<file path="src/rtl/cpu_clock_pkg.sv">
// Shared state encodings and widths for the processor clock-enable controller.
package cpu_clock_pkg;
    localparam logic [1:0] ST_RUN  = 2'd0;
    localparam logic [1:0] ST_STEP = 2'd1;
    localparam logic [1:0] ST_HALT = 2'd2;

    localparam int STEP_COUNT_W = 16;
    localparam int DEBOUNCE_W   = 20;

    typedef enum logic [1:0] {
        S_RUN  = ST_RUN,
        S_STEP = ST_STEP,
        S_HALT = ST_HALT
    } clk_state_t;
endpackage

</file>
<file path="src/rtl/button_debouncer.sv">
// Raw pushbutton to one-cycle press pulse: 2-flop sync, counted debounce, rising-edge pulse.
module button_debouncer
    import cpu_clock_pkg::*;
#(
    parameter int DEBOUNCE_CYCLES = 20
) (
    input  logic clock_in,
    input  logic reset,
    input  logic btn,
    output logic press
);
    localparam logic [DEBOUNCE_W-1:0] LAST = DEBOUNCE_W'(DEBOUNCE_CYCLES - 1);

    logic                  btn_meta;
    logic                  btn_sync;
    logic                  level;
    logic                  level_prev;
    logic [DEBOUNCE_W-1:0] count;

    always_ff @(posedge clock_in) begin
        if (reset) begin
            btn_meta   <= 1'b0;
            btn_sync   <= 1'b0;
            level      <= 1'b0;
            level_prev <= 1'b0;
            count      <= '0;
            press      <= 1'b0;
        end else begin
            btn_meta   <= btn;
            btn_sync   <= btn_meta;
            level_prev <= level;
            press      <= level & ~level_prev;
            // Any cycle where the synced level agrees with the accepted one restarts the count.
            if (btn_sync == level) begin
                count <= '0;
            end else if (count == LAST) begin
                level <= btn_sync;
                count <= '0;
            end else begin
                count <= count + DEBOUNCE_W'(1);
            end
        end
    end
endmodule

</file>
<file path="src/rtl/cpu_clock_ctrl.sv">
// Converts the divided clock and debug buttons into single-cycle processor enable pulses,
// with free-run, single-step and processor-driven halt/resume.
module cpu_clock_ctrl
    import cpu_clock_pkg::*;
#(
    parameter int DEBOUNCE_CYCLES = 20,
    parameter int HOLDOFF_CYCLES  = 2
) (
    input  logic                    clock_in,
    input  logic                    reset,
    input  logic                    tick_in,
    input  logic                    run_mode,
    input  logic                    step_btn,
    input  logic                    resume_btn,
    input  logic                    halt_req,
    output logic                    cpu_enable,
    output logic                    halted,
    output logic [STEP_COUNT_W-1:0] step_count,
    output logic [1:0]              state_dbg
);
    localparam int HOLD_W = (HOLDOFF_CYCLES < 2) ? 1 : $clog2(HOLDOFF_CYCLES + 1);
    localparam logic [HOLD_W-1:0] HOLD_LOAD = HOLD_W'(HOLDOFF_CYCLES);

    logic tick_meta, tick_sync, tick_prev;
    logic run_meta, run_sync;
    logic tick_rise;
    logic step_press, resume_press;

    clk_state_t        state, state_next;
    logic              enable_next;
    logic [HOLD_W-1:0] holdoff, holdoff_next;

    button_debouncer #(.DEBOUNCE_CYCLES(DEBOUNCE_CYCLES)) u_step_db (
        .clock_in (clock_in),
        .reset    (reset),
        .btn      (step_btn),
        .press    (step_press)
    );

    button_debouncer #(.DEBOUNCE_CYCLES(DEBOUNCE_CYCLES)) u_resume_db (
        .clock_in (clock_in),
        .reset    (reset),
        .btn      (resume_btn),
        .press    (resume_press)
    );

    // Tick flops reset high so a divider output already high at reset is not seen as an edge.
    always_ff @(posedge clock_in) begin
        if (reset) begin
            tick_meta <= 1'b1;
            tick_sync <= 1'b1;
            tick_prev <= 1'b1;
            run_meta  <= 1'b0;
            run_sync  <= 1'b0;
        end else begin
            tick_meta <= tick_in;
            tick_sync <= tick_meta;
            tick_prev <= tick_sync;
            run_meta  <= run_mode;
            run_sync  <= run_meta;
        end
    end

    assign tick_rise = tick_sync & ~tick_prev;

    always_comb begin
        state_next   = state;
        enable_next  = 1'b0;
        holdoff_next = (holdoff != '0) ? holdoff - HOLD_W'(1) : '0;
        case (state)
            S_RUN: begin
                if (halt_req && holdoff == '0) begin
                    state_next = S_HALT;
                end else begin
                    enable_next = tick_rise;
                    if (!run_sync) state_next = S_STEP;
                end
            end
            S_STEP: begin
                if (halt_req && holdoff == '0) begin
                    state_next = S_HALT;
                end else begin
                    enable_next = step_press;
                    if (run_sync) state_next = S_RUN;
                end
            end
            S_HALT: begin
                if (resume_press) begin
                    enable_next  = 1'b1;
                    holdoff_next = HOLD_LOAD;
                    state_next   = run_sync ? S_RUN : S_STEP;
                end
            end
            default: state_next = S_STEP;
        endcase
    end

    always_ff @(posedge clock_in) begin
        if (reset) begin
            state      <= S_STEP;
            holdoff    <= '0;
            cpu_enable <= 1'b0;
            halted     <= 1'b0;
            step_count <= '0;
        end else begin
            state      <= state_next;
            holdoff    <= holdoff_next;
            cpu_enable <= enable_next;
            halted     <= (state_next == S_HALT);
            if (enable_next) step_count <= step_count + STEP_COUNT_W'(1);
        end
    end

    assign state_dbg = state;
endmodule

</file>
<file path="config.mk">
export PLATFORM = sky130hd
export DESIGN_NAME = cpu_clock_ctrl
export DESIGN_NICKNAME = d
export VERILOG_FILES = /design/src/rtl/cpu_clock_pkg.sv /design/src/rtl/button_debouncer.sv /design/src/rtl/cpu_clock_ctrl.sv
export SDC_FILE = /design/constraint.sdc
export NUM_CORES = 1
export LEC_CHECK = 0
export CORE_UTILIZATION = 40
export DETAILED_ROUTE_END_ITERATION = 10
export SETUP_SLACK_MARGIN = 0.15
export SLEW_MARGIN = 0
export SYNTH_ARGS = -nofsm -noshare
export SYNTH_HDL_FRONTEND = slang
export SYNTH_HIERARCHICAL = 1
export SYNTH_SLANG_ARGS = --single-unit
export TNS_END_PERCENT = 5
</file>
<file path="constraint.sdc">
create_clock -name clock_in -period 4.3 [get_ports clock_in]
set_input_delay 0.43 -clock clock_in [delete_from_list [all_inputs] [get_ports clock_in]]
set_output_delay 0.43 -clock clock_in [all_outputs]
set_load 0.01 [all_outputs]
</file>
==> results by group <==
Synthesis
  – Distinct cells, synth: just under 50
  – Most frequent cell after synthesis: dfxtp_1
  – Number of flops mapped to enable cells by yosys: 0
  – Seq/Total Area, Yosys: 46.5%
  – Post-synth top area share: 46.5%
  – FF+latch count, synth: 77
  – Syn. warnings: 6
  – Synthesized net count: 375
  – Post-synth ARST share: 0%
  – Top post-synthesis cells by count: dfxtp_1 (77), nor2_1 (63), xnor2_1 (34)
  – Synthesized cell area: 0.00332 mm^2
  – Top FF cell, synth: dfxtp_1
  – Most area-consuming cells after synthesis: dfxtp_1 (46%), xnor2_1 (9.0%), nor2_1 (7.1%)
  – Area leader, netlist: dfxtp_1
  – Synth Area per Inst: about 9.1 um^2
  – Cells after synthesis: ~370

Setup path
  – Critical Path Sink Type: flip-flop
  – Worst path required time: 4.54 ns
  – Reg2Reg Depth: 6
  – R2R setup slack: 2.20 ns
  – Reg2reg start: step_count[0]$_SDFFE_PP0P_
  – CP max FO: 7
  – Crit Path Category: in2reg
  – Crit path DAT: 2.36 ns
  – R2R Path End: step_count[10]$_SDFFE_PP0P_
  – Startpoint Class: primary input

Min path
  – Worst Hold Path Cells: 1
  – Hold Crit Class: reg2reg
  – Hold wc startpoint: u_resume_db/level_prev$_SDFF_PP0_
  – WHS Endpoint: u_resume_db/press$_SDFF_PP0_

Floorplanning
  – Initial Util: 42.1%
  – Core Rows: 32
  – Core area: between 0.007 and 0.008 mm^2
  – # IOs: 27
  – Die span in x: 93.1 um
  – Die H: 93.1 um
  – Die ar.: about 0.0087 mm^2

Global route
  – Total Routing Usage GR: 14.9%
  – Vias in the first global route: approximately 2,200
  – Largest net degree at the start of global routing: 41
  – Gr ovfl total: 0
  – Initial antenna violation count: 0
  – First-pass GRT wire length: 10,100 um

Power
  – Power per cell area: 339 mW/mm^2
  – Leakage power: 1.28 nW
  – Power consumption: 0.00131 W
  – VDD IR max: 0.161 mV

Cells and area
  – Layout area overhead: 16.7%
  – Finished Cell Area: 0.00387 mm^2
  – Post-route insts no fill: 502
  – Ant diodes: 0
  – Fin nets: 405
  – Layout cells sized above 1: 10.3%

STA
  – Part of the cycle the worst path needs: approximately 50%
  – Skew final: 0.00962 ns
  – Top achievable clock speed: between 400 and 500 MHz
  – Slew @ Worst Pin: 0.823 ns
  – RSZ-0062 raised after global routing: no
  – Final Hold Fails: 0
  – Setup violators final: 0
  – Tmin final: 2.12 ns
  – Relative slew slack: 45.1%
  – Setup TNS: 0 ns
  – Fin. max-slew vios: 0

Routing
  – DR vias/cell: 5.10
  – Drt pass-1 iters: 4
  – Post-DRT Antenna Nets: 0
  – Wire length per cell: 11.9 um
  – Via count: 2,560
  – Final wirelength: between 5000 and 6000 um
  – Initial drt markers: 58
  – DRC viols: 0

Job
  – Max Cap Viol: 0

Placed design
  – Routability cong.: 0.784
  – Placed inst area: 0.00367 mm^2
  – Cell Count Post-Placement: 486
  – IO buf count: 26
  – Post-DP HPWL: roughly 4200 um

Clock tree
  – Number of H-tree levels: 3
  – CTS tree: built
  – Post-CTS Repair Setup Buffers: 0
  – CTS sink cnt: 77
  – Post_cts resized: 0
  – Clk buf depth: 2
  – Skew-Pair Late Insertion Delay: 0.35 ns
  – Hold_buf cts: 0
  – Clk root buf: clkbuf_8
  – Total CTS buffers: 9
  – Clock transition at the registers of the reported paths: 0.08 ns

Status
  – Outcome: finished, final reports clean
==> cell type report <==
type                    count  area [um^2]
repair buffers             27          268
clock inverters             7         76.3
fillers                   747         4020
well taps                 102          128
flip-flops and latches     77         1540
clock buffers               9          124
inverters                  19         71.3
multi-input cells         261         1660
==> layer usage <==
metal | global-route usage [%] | vias to the layer above | wire length, um
met5 | 0 | - | 0
met4 | 8.85 | 0 | 107
met3 | 2.93 | 10 | 194
met2 | 21.1 | 45 | 2510
met1 | 20.8 | 1172 | 3180
li1 | - | 1333 | -
==> sequential cells by signal, indices dropped and copies added, names as in the netlist <==
register / count
halted: 1
run_meta: 1
tick_sync: 1
tick_prev: 1
u_resume_db/btn_meta: 1
u_resume_db/level_prev: 1
u_step_db/count: 20
u_resume_db/btn_sync: 1
cpu_enable: 1
u_step_db/btn_sync: 1
u_step_db/level_prev: 1
u_step_db/btn_meta: 1
run_sync: 1
u_resume_db/press: 1
u_step_db/press: 1
u_resume_db/count: 20
u_resume_db/level: 1
u_step_db/level: 1
tick_meta: 1
step_count: 16
state_dbg: 2
holdoff: 2
==> through the flow <==
| step | utilization (%) | hold WS, ns | worst slack (ns) |
|---|---|---|---|
| after floorplan | - | 0.368 | 2.27 |
| after global placement | 46.5 | 0.373 | 1.86 |
| after detailed placement | 46.5 | 0.378 | 1.81 |
| after CTS | 49.1 | 0.386 | 2.17 |
| after global routing | 49.1 | 0.411 | 2.08 |
| final | 49.1 | 0.380 | 2.18 |
==> cells in the final DEF (no fill, tap or decap), types with 3 or more instances in the layout <==
cell	count
dfxtp_1	77
nor2_1	63
xnor2_1	34
clkdlybuf4s50_1	26
inv_1	19
nand2_1	16
nor4_1	16
nand4_1	15
a21oi_1	13
nand3_1	11
nor3_1	11
clkbuf_8	9
or3_1	8
nor2b_1	7
or2_2	4
o21ai_0	4
o21a_1	4
or4_1	3
nand3b_1	3
xor2_1	3
and3_1	3
ha_1	3
clkinv_4	3
==> worst max-delay path, stage by stage <==
cell,delay [ns]
clkdlybuf4s50_1,0.40
nor4b_1,0.18
a211o_2,0.30
or3_1,0.41
nor3_1,0.27
mux2_2,0.36
==> worst max path at each step <==
stage,end,start,cells past startpoint
after floorplan,step_count[10]$_SDFFE_PP0P_,step_count[0]$_SDFFE_PP0P_,7
after global placement,step_count[13]$_SDFFE_PP0P_,halt_req,6
after detailed placement,step_count[10]$_SDFFE_PP0P_,halt_req,6
after CTS,step_count[10]$_SDFFE_PP0P_,state_dbg[1]$_SDFF_PP0_,5
after global routing,step_count[10]$_SDFFE_PP0P_,state_dbg[1]$_SDFF_PP0_,5
final,step_count[10]$_SDFFE_PP0P_,halt_req,6
==> where the power goes <==
| group | internal (W) | switching, W | leakage [nW] |
|---|---|---|---|
| clock | 0.000270 | 0.000276 | 0.0954 |
| combinational | 0.0000202 | 0.0000211 | 0.565 |
| sequential | 0.000720 | 0.00000558 | 0.623 |
==> cell families (layout without fill, tap and decap cells) <==
family	count (synthesis)	count (layout)	synth area share (%)
simple gates	178	178	30.1
fa+ha+maj	3	3	1.13
flops	77	77	46.5
compound gates	41	41	8.49
buf+inv	27	62	3.39
mux	2	2	0.641
xor+xnor	37	37	9.77
No activity file was read; power rests on OpenSTA's default activity.
